### src/rtl/mem_lsu_pkg.sv
// Shared types and helpers for the load/store unit: access sizes, FSM states,
// and the alignment rule used at request accept.
package mem_lsu_pkg;

  typedef enum logic [1:0] {
    SZ_B   = 2'b00,
    SZ_H   = 2'b01,
    SZ_W   = 2'b10,
    SZ_ILL = 2'b11
  } lsu_size_e;

  typedef enum logic [1:0] {
    IDLE  = 2'b00,
    READ  = 2'b01,
    WRITE = 2'b10,
    RESP  = 2'b11
  } lsu_state_e;

  localparam logic [31:0] LSU_ADDR_LIMIT_DEF = 32'h0000_1000;

  // Illegal size is reported separately; this only covers natural alignment.
  function automatic logic is_misaligned(input lsu_size_e size, input logic [1:0] addr_lo);
    case (size)
      SZ_H:    return addr_lo[0];
      SZ_W:    return (addr_lo != 2'b00);
      default: return 1'b0;
    endcase
  endfunction

endpackage

### src/rtl/mem_lsu_if.sv
// Datapath-side request/response handshake of the load/store unit.
// The datapath is the master, mem_lsu is the slave.
interface mem_lsu_if;
  logic        req_valid;
  logic        req_ready;
  logic        req_we;
  logic [1:0]  req_size;
  logic        req_signed;
  logic [31:0] req_addr;
  logic [31:0] req_wdata;
  logic        resp_valid;
  logic [31:0] resp_rdata;
  logic        resp_fault;

  modport master (
    output req_valid, req_we, req_size, req_signed, req_addr, req_wdata,
    input  req_ready, resp_valid, resp_rdata, resp_fault
  );

  modport slave (
    input  req_valid, req_we, req_size, req_signed, req_addr, req_wdata,
    output req_ready, resp_valid, resp_rdata, resp_fault
  );
endinterface

### src/rtl/mem_lsu_lane_align.sv
// Combinational little-endian lane logic: extracts/extends a load value from a
// ram word and builds the merged word for a sub-word store.
module lsu_lane_align
  import mem_lsu_pkg::*;
(
  input  logic [31:0] i_word,
  input  logic [1:0]  i_addr_lo,
  input  lsu_size_e   i_size,
  input  logic        i_signed,
  input  logic [31:0] i_wdata,
  output logic [31:0] o_load_val,
  output logic [31:0] o_merged_word
);

  logic [7:0]  w_lane     [4];
  logic [7:0]  w_new_byte [4];
  logic [3:0]  w_lane_sel;
  logic [7:0]  w_byte;
  logic [15:0] w_half;

  genvar gi;
  generate
    for (gi = 0; gi < 4; gi++) begin : g_lane
      localparam logic [1:0] LANE = 2'(gi);

      assign w_lane[gi] = i_word[8*gi +: 8];

      // A half store covers the lane pair selected by addr[1]; word covers all.
      assign w_lane_sel[gi] = (i_size == SZ_B) ? (i_addr_lo == LANE) :
                              (i_size == SZ_H) ? (i_addr_lo[1] == LANE[1]) : 1'b1;

      assign w_new_byte[gi] = (i_size == SZ_B) ? i_wdata[7:0] :
                              (i_size == SZ_H) ? i_wdata[8*(gi%2) +: 8] :
                                                 i_wdata[8*gi +: 8];

      assign o_merged_word[8*gi +: 8] = w_lane_sel[gi] ? w_new_byte[gi] : w_lane[gi];
    end
  endgenerate

  assign w_byte = w_lane[i_addr_lo];
  assign w_half = i_addr_lo[1] ? i_word[31:16] : i_word[15:0];

  always_comb begin
    o_load_val = i_word;
    case (i_size)
      SZ_B:    o_load_val = {{24{i_signed & w_byte[7]}}, w_byte};
      SZ_H:    o_load_val = {{16{i_signed & w_half[15]}}, w_half};
      default: o_load_val = i_word;
    endcase
  end

endmodule

### src/rtl/mem_lsu.sv
// Unpipelined load/store unit in front of a word-wide ram with combinational
// read: alignment/range faults, load extension and read-modify-write stores.
module mem_lsu
  import mem_lsu_pkg::*;
#(
  parameter logic [31:0] ADDR_LIMIT = LSU_ADDR_LIMIT_DEF
) (
  input  logic        clk,
  input  logic        rst,
  mem_lsu_if.slave    io_lsu,
  output logic [31:0] o_ram_addr,
  output logic [31:0] o_ram_w_data,
  output logic        o_ram_we,
  input  logic [31:0] i_ram_r_data
);

  lsu_state_e  r_state;
  lsu_state_e  w_state_next;

  logic        r_we;
  lsu_size_e   r_size;
  logic        r_signed;
  logic [31:0] r_addr;
  logic [31:0] r_wdata;
  logic [31:0] r_word;
  logic [31:0] r_rdata;
  logic        r_fault;

  lsu_size_e   w_req_size;
  logic        w_req_fault;
  logic        w_accept;
  logic [31:0] w_align_word;
  logic [31:0] w_load_val;
  logic [31:0] w_merged_word;

  assign w_req_size  = lsu_size_e'(io_lsu.req_size);
  assign w_req_fault = (w_req_size == SZ_ILL)
                     || is_misaligned(w_req_size, io_lsu.req_addr[1:0])
                     || (io_lsu.req_addr >= ADDR_LIMIT);
  assign w_accept    = (r_state == IDLE) && io_lsu.req_valid;

  // In READ the load result is extracted straight from the ram so it can be
  // registered on the same edge that captures the word.
  assign w_align_word = (r_state == READ) ? i_ram_r_data : r_word;

  lsu_lane_align u_lane_align (
    .i_word        (w_align_word),
    .i_addr_lo     (r_addr[1:0]),
    .i_size        (r_size),
    .i_signed      (r_signed),
    .i_wdata       (r_wdata),
    .o_load_val    (w_load_val),
    .o_merged_word (w_merged_word)
  );

  always_ff @(posedge clk or posedge rst) begin
    if (rst) begin
      r_state <= IDLE;
    end else begin
      r_state <= w_state_next;
    end
  end

  always_comb begin
    w_state_next      = r_state;
    io_lsu.req_ready  = 1'b0;
    io_lsu.resp_valid = 1'b0;
    o_ram_we          = 1'b0;
    case (r_state)
      IDLE: begin
        io_lsu.req_ready = 1'b1;
        if (io_lsu.req_valid) begin
          if (w_req_fault) begin
            w_state_next = RESP;
          end else if (io_lsu.req_we && (w_req_size == SZ_W)) begin
            w_state_next = WRITE;
          end else begin
            w_state_next = READ;
          end
        end
      end
      READ: begin
        w_state_next = r_we ? WRITE : RESP;
      end
      WRITE: begin
        o_ram_we     = 1'b1;
        w_state_next = RESP;
      end
      RESP: begin
        io_lsu.resp_valid = 1'b1;
        w_state_next      = IDLE;
      end
      default: w_state_next = IDLE;
    endcase
  end

  always_ff @(posedge clk or posedge rst) begin
    if (rst) begin
      r_we     <= 1'b0;
      r_size   <= SZ_B;
      r_signed <= 1'b0;
      r_addr   <= 32'd0;
      r_wdata  <= 32'd0;
      r_word   <= 32'd0;
      r_rdata  <= 32'd0;
      r_fault  <= 1'b0;
    end else begin
      if (w_accept) begin
        r_we     <= io_lsu.req_we;
        r_size   <= w_req_size;
        r_signed <= io_lsu.req_signed;
        r_addr   <= io_lsu.req_addr;
        r_wdata  <= io_lsu.req_wdata;
        if (w_req_fault) begin
          r_rdata <= 32'd0;
          r_fault <= 1'b1;
        end
      end
      if (r_state == READ) begin
        r_word <= i_ram_r_data;
        if (!r_we) begin
          r_rdata <= w_load_val;
          r_fault <= 1'b0;
        end
      end
      if (r_state == WRITE) begin
        r_rdata <= 32'd0;
        r_fault <= 1'b0;
      end
    end
  end

  assign o_ram_addr        = {r_addr[31:2], 2'b00};
  assign o_ram_w_data      = w_merged_word;
  assign io_lsu.resp_rdata = r_rdata;
  assign io_lsu.resp_fault = r_fault;

endmodule
### src/flat_wrapper.sv
// flat-port wrapper written by rule: the top's interface ports become plain ports
module mem_lsu_flat import mem_lsu_pkg::*;
#(
  parameter logic [31:0] ADDR_LIMIT = LSU_ADDR_LIMIT_DEF
)
  (clk, rst, o_ram_addr, o_ram_w_data, o_ram_we, i_ram_r_data, io_lsu_req_valid, io_lsu_req_we, io_lsu_req_size, io_lsu_req_signed, io_lsu_req_addr, io_lsu_req_wdata, io_lsu_req_ready, io_lsu_resp_valid, io_lsu_resp_rdata, io_lsu_resp_fault);
  mem_lsu_if io_lsu_i ();
  input  logic clk;
  input  logic rst;
  output logic [31:0] o_ram_addr;
  output logic [31:0] o_ram_w_data;
  output logic o_ram_we;
  input  logic [31:0] i_ram_r_data;
  input wire logic [$bits(io_lsu_i.req_valid)-1:0] io_lsu_req_valid;
  input wire logic [$bits(io_lsu_i.req_we)-1:0] io_lsu_req_we;
  input wire logic [$bits(io_lsu_i.req_size)-1:0] io_lsu_req_size;
  input wire logic [$bits(io_lsu_i.req_signed)-1:0] io_lsu_req_signed;
  input wire logic [$bits(io_lsu_i.req_addr)-1:0] io_lsu_req_addr;
  input wire logic [$bits(io_lsu_i.req_wdata)-1:0] io_lsu_req_wdata;
  output wire logic [$bits(io_lsu_i.req_ready)-1:0] io_lsu_req_ready;
  output wire logic [$bits(io_lsu_i.resp_valid)-1:0] io_lsu_resp_valid;
  output wire logic [$bits(io_lsu_i.resp_rdata)-1:0] io_lsu_resp_rdata;
  output wire logic [$bits(io_lsu_i.resp_fault)-1:0] io_lsu_resp_fault;
  assign io_lsu_i.req_valid = io_lsu_req_valid;
  assign io_lsu_i.req_we = io_lsu_req_we;
  assign io_lsu_i.req_size = io_lsu_req_size;
  assign io_lsu_i.req_signed = io_lsu_req_signed;
  assign io_lsu_i.req_addr = io_lsu_req_addr;
  assign io_lsu_i.req_wdata = io_lsu_req_wdata;
  assign io_lsu_req_ready = io_lsu_i.req_ready;
  assign io_lsu_resp_valid = io_lsu_i.resp_valid;
  assign io_lsu_resp_rdata = io_lsu_i.resp_rdata;
  assign io_lsu_resp_fault = io_lsu_i.resp_fault;
  mem_lsu #(.ADDR_LIMIT(ADDR_LIMIT)) u_core (.clk(clk), .rst(rst), .io_lsu(io_lsu_i), .o_ram_addr(o_ram_addr), .o_ram_w_data(o_ram_w_data), .o_ram_we(o_ram_we), .i_ram_r_data(i_ram_r_data));
endmodule
### config.mk
export PLATFORM = sky130hd
export DESIGN_NAME = mem_lsu_flat
export DESIGN_NICKNAME = d
export VERILOG_FILES = /design/src/rtl/mem_lsu_pkg.sv /design/src/rtl/mem_lsu_if.sv /design/src/rtl/mem_lsu_lane_align.sv /design/src/rtl/mem_lsu.sv /design/src/flat_wrapper.sv
export SDC_FILE = /design/constraint.sdc
export NUM_CORES = 1
export LEC_CHECK = 0
export CAP_MARGIN = 20
export CORE_AREA = 2 2 162 164
export CTS_CLUSTER_SIZE = 28
export DETAILED_ROUTE_END_ITERATION = 12
export DIE_AREA = 0 0 164 166
export GPL_ROUTABILITY_DRIVEN = 0
export HOLD_SLACK_MARGIN = 0.02
export REMOVE_ABC_BUFFERS = 1
export SETUP_SLACK_MARGIN = 0.3
export SKIP_CTS_REPAIR_TIMING = 1
export SYNTH_ARGS = -nofsm -noshare
export SYNTH_HDL_FRONTEND = slang
export SYNTH_SLANG_ARGS = --single-unit
### constraint.sdc
create_clock -name clk -period 4.1 [get_ports clk]
set_clock_uncertainty 0.05 [all_clocks]
set_input_delay 0.615 -clock clk [delete_from_list [all_inputs] [get_ports clk]]
set_output_delay 0.615 -clock clk [all_outputs]
set_load 0.03 [all_outputs]
* Word-level counts from Yosys, hierarchy flattened
Cells that the tools add are included.
W data, S select, Z words.
** Word-level totals
- Input port bits :: 103
- Register bits :: 135
- Logic and storage cells :: 74
** Operators by class
- Bitwise gates (word level) :: 4
- Mux-type cells :: 40
- Eq/ne operators :: 11
- $lt $le $gt $ge :: 2
- Reduce and logical (&&, ||, !) cells :: 8
** Operators by type and width (number)
- $mux W32 :: 6
- $mux W8 :: 11
- $pmux W32 S2 :: 1
- $ge A32 B13 Y1 const B :: 1
- $bmux W8 S2 :: 1
- $mux W16 :: 1
- $mux W1 :: 15
- $eq A2 B2 Y1 const B :: 6
- $eq A2 B1 Y1 const B :: 4
- $pmux W2 S4 :: 1
- $logic_not A2 Y1 :: 3
- $mux W2 :: 3
- $ge A3 B3 Y1 const B :: 1
- $not A2 Y3 :: 1
- $and A1 B1 Y1 :: 2
- $logic_and A1 B1 Y1 :: 2
- $logic_or A1 B1 Y1 :: 2
- $ne A2 B2 Y1 const B :: 1
- $pmux W1 S2 :: 1
- $reduce_bool A2 Y1 :: 1
- $not A1 Y1 :: 1

* Logic depth before layout (Yosys ltp)
- Depth in word-level cells :: 10
- Gate-level depth with buffers :: 10

* Modules after synthesis
From an unflattened synthesis, not the netlist that was laid out.
** Unflattened totals
- Cells, all modules :: 811
- Area total of the unflattened synthesis :: 7817.5 um^2
** By module, submodules not included
- mem_lsu :: cells an instance 614, area each 6257.3 um^2, seq. area each 3378.2 um^2, instances 1
- lsu_lane_align :: cells an instance 197, area each 1560.2 um^2, seq. area each 0.0 um^2, instances 1

* Worst setup path after synthesis
OpenSTA, ideal clock, no wires.
- Path type :: register -> output
- Start :: register u_core.r_state[1]
- End :: output o_ram_w_data[0]
- Path slack :: 1.554 ns
- Cell stages (with the launch flop) :: 8
- Required time :: 3.435 ns
- Arrival time :: 1.881 ns
- Cell sequence :: dfrtp_1 inv_1 ha_1 buf_6 buf_4 buf_6 mux2i_1 o21ai_0
** Between the ends
- Longest elaborated chain between the ends :: 3
** RTL lines
- start, declared :: RTL line mem_lsu.sv:17 : lsu_state_e r_state;
- start signal, assigned :: RTL line mem_lsu.sv:60 : r_state <= w_state_next;
- $eq A2 B1 Y1 :: RTL line mem_lsu.sv:44 : assign w_align_word = (r_state == READ) ? i_ram_r_data : r_word;
- $mux W32 :: RTL line mem_lsu.sv:44
- $mux W8 :: RTL line mem_lsu_lane_align.sv:36 : assign o_merged_word[8*gi +: 8] = w_lane_sel[gi] ? w_new_byte[gi] : w_lane[gi];
- end, declared :: RTL line flat_wrapper.sv:11 : output logic [31:0] o_ram_w_data;
No other way between the ends.

* Worst setup path in the final report
- Start :: register u_core.r_size[0]
- End :: output o_ram_w_data[13]
** Between the ends
- Longest elaborated chain between the ends :: 4
** RTL lines
- start, declared :: RTL line mem_lsu.sv:21 : lsu_size_e r_size;
- start signal, assigned :: RTL line mem_lsu.sv:110 : r_size <= w_req_size;
- $eq A2 B1 Y1 :: RTL line mem_lsu_lane_align.sv:30 : (i_size == SZ_H) ? (i_addr_lo[1] == LANE[1]) : 1'b1;
- $mux W1 :: RTL line mem_lsu_lane_align.sv:30
- $mux W1 :: RTL line mem_lsu_lane_align.sv:29 : assign w_lane_sel[gi] = (i_size == SZ_B) ? (i_addr_lo == LANE) :
- $mux W8 * :: RTL line mem_lsu_lane_align.sv:36
Mark *: on every way between the ends. The rest lies on a longest branch, timed or not.

==> impl_metrics.env <==
export IMPL_dr_total_vias=5186
export IMPL_antenna_found_initial=2
export IMPL_synth_warn=0
export IMPL_largest_net_degree_at_the_start_of_global_routing=86
export IMPL_r2r_start="u_core.r_state[1]$_DFFE_PP0P_"
export IMPL_max_root_sink_buffers=2
export IMPL_post_layout_total_power_mw=9.89
export IMPL_cts_reportedPaths_clkPinSlew_ns=0.07
export IMPL_synth_common_cells="dfrtp_1, mux2_2, nand2_1"
export IMPL_post_route_fraction_of_the_period_consumed_by_the_critical_path_pct=90.9
export IMPL_final_area_mm2=0.00958
export IMPL_dieArea_mm2=0.0272
export IMPL_htree_num_levels=4
export IMPL_powerDensity_mw_per_mm2=1030
export IMPL_synth_avg_cell_area_um2=11.0
export IMPL_final_hold_vio_count=0
export IMPL_row_count=59
export IMPL_worst_r2r_setup_slack_ns=1.44
export IMPL_setup_violations_final=0
export IMPL_yosys_area_top_type="dfrtp_1"
export IMPL_required_ns=3.43
export IMPL_remaining_global_route_overflow=0
export IMPL_synth_top_area_share_pct=49.9
export IMPL_rsz_0062_raised_after_global_routing="false"
export IMPL_layoutNonFillerInstCount=1128
export IMPL_numPlacedInstances=1094
export IMPL_io_pins=203
export IMPL_maxSlewHeadroom_pct=32.6
export IMPL_grtUsageTotal_pct=16.0
export IMPL_fp_dieH_um=166
export IMPL_clkLatencyLatePin_ns=0.42
export IMPL_io_port_bufs=200
export IMPL_place_detailed_hpwl_um=15600
export IMPL_synth_seq_cells=135
export IMPL_floorplan_initialDensity_pct=26.4
export IMPL_post_route_drc=0
export IMPL_first_global_vias=5233
export IMPL_worst_hold_path_num_cells=1
export IMPL_synth_ff_type="dfrtp_1"
export IMPL_timing_reg2reg_worst_path_depth=9
export IMPL_power_static_leakage_nw=3.95
export IMPL_final_min_clock_period_ns=3.73
export IMPL_hp_class="reg -> reg"
export IMPL_dpl_cell_area_mm2=0.00887
export IMPL_whs_endpoint="u_core.io_lsu.resp_rdata[19]$_DFF_PP0_"
export IMPL_fp_dieW_um=164
export IMPL_clock_sinks=135
export IMPL_clock_root_buffer="clkbuf_16"
export IMPL_fp_coreArea_mm2=0.0256
export IMPL_critPathLaunch="u_core.r_size[0]$_DFFE_PP0P_"
export IMPL_num_nets_final=888
export IMPL_finalWirelength_um=21700
export IMPL_first_iter_violations=257
export IMPL_worst_hold_slack_ns=0.440
export IMPL_cp_end_kind="output port"
export IMPL_vdd_ir_drop_worst_mv=0.491
export IMPL_rr_endpoint="u_core.io_lsu.resp_rdata[15]$_DFF_PP0_"
export IMPL_fillCellCount=2505
export IMPL_cts_tree="done"
export IMPL_share_of_layout_cells_above_drive_strength_1_pct=17.7
export IMPL_hp_start="u_core.io_lsu.resp_rdata[19]$_DFF_PP0_"
export IMPL_postRouteAntennaNets=0
export IMPL_post_synth_inst_count=616
export IMPL_arrival_ns=3.06
export IMPL_routed_wire_length_per_instance_um=19.2
export IMPL_ys_top_cells_by_area="dfrtp_1, mux2_2, mux2i_1"
export IMPL_number_of_synthesized_flops_with_an_enable_pin=0
export IMPL_drv_cap=0
export IMPL_proportion_of_synthesized_chip_area_in_sequential_cells_pct=49.9
export IMPL_startpoint_type="flip-flop"
export IMPL_crit_path_max_fanout=11
export IMPL_synth_lib_cells_used_distinct=44
export IMPL_synthArstFlopShare_pct=100
export IMPL_drt_vias_per_instance=4.60
export IMPL_fmax_mhz=268
export IMPL_outcome="completed"
export IMPL_mappedNetlistArea_mm2=0.00676
export IMPL_timing_setup_critical_path_class="reg -> out"
export IMPL_grt_first_pass_wirelength_um=32600
export IMPL_drtPass1Iterations=5
export IMPL_worst_pin_slew_ns=1.01
export IMPL_post_synth_top_count_cell="dfrtp_1"
export IMPL_setup_total_negative_slack_ns=0
export IMPL_area_growth_synth_to_final_pct=41.7
export IMPL_total_clock_buffers_created_by_cts=17
export IMPL_drv_slew=0
report_power, final:
part | internal, mW | switching (mW)
Sequential | 1.99 | 0.417
Clock | 1.21 | 0.620
Combinational | 2.31 | 3.35
Total | 5.51 | 4.39
final cells by class:
cell class	instances	area, um^2	share of cell area [%]
Antenna cell	2	5.00	0.0522
Clock buffer	18	429	4.48
Clock inverter	14	269	2.81
Inverter	27	106	1.11
Multi-Input combinational cell	380	2840	29.7
Sequential cell	135	3380	35.3
Tap cell	335	419	4.37
Timing Repair Buffer	217	2130	22.3
how the worst max path moves through the flow:
stage	to	slack, ns
after detailed placement	o_ram_w_data[13]	0.70
after CTS	o_ram_w_data[13]	0.23
after floorplan	u_core.io_lsu.resp_fault$_DFF_PP0_	-0.18
after global routing	o_ram_w_data[14]	0.32
after global placement	o_ram_w_data[13]	0.74
final	o_ram_w_data[13]	0.37
stage by stage:
| step | utilization [%] | setup WS [ns] |
|---|---|---|
| floorplan | - | -0.176 |
| global placement | 34.6 | 0.744 |
| detailed placement | 34.6 | 0.699 |
| CTS | 37.3 | 0.227 |
| global route | 37.4 | 0.321 |
| finish | 37.4 | 0.372 |
layout by cell type (no fill, tap or decap), types with 16 or more instances in the layout:
cell type	instances
o21ai_0	43
nand2_1	61
inv_1	26
a21oi_1	36
mux2_2	81
buf_4	16
dfrtp_1	134
mux2i_1	41
clkbuf_16	17
clkdlybuf4s50_1	200
cell families (layout without fill, tap and decap cells):
family,after synthesis,in the layout,synth area share (%)
flops,135,135,49.9
compound gates,143,143,13.5
buf+inv,102,276,8.44
other cells,1,4,0.0554
simple gates,104,104,6.71
mux,124,124,20.1
fa+ha+maj,7,7,1.29
sequential cells by signal, summed over array words and instances (netlist names):
signal and cells:
u_core.io_lsu.resp_fault 1, u_core.io_lsu.resp_rdata 32, u_core.r_addr 32, u_core.r_signed 1, u_core.r_size 2, u_core.r_state 2, u_core.r_wdata 32, u_core.r_we 1
u_core.r_word 32
critical path: stages (launching register included):
cell	delay, ns
dfrtp_1	0.51
buf_4	0.28
nor2_1	0.40
buf_4	0.30
mux2i_1	0.10
o21ai_0	0.30
clkdlybuf4s50_1	0.74
routing by layer:
layer,part of all wire (%),GRT usage [%]
met1,45,21.5
met2,48,25.4
met3,4.8,3.77
met4,2.1,5.19
met5,0,0
Note: power is estimated with default switching activity, not from simulation.
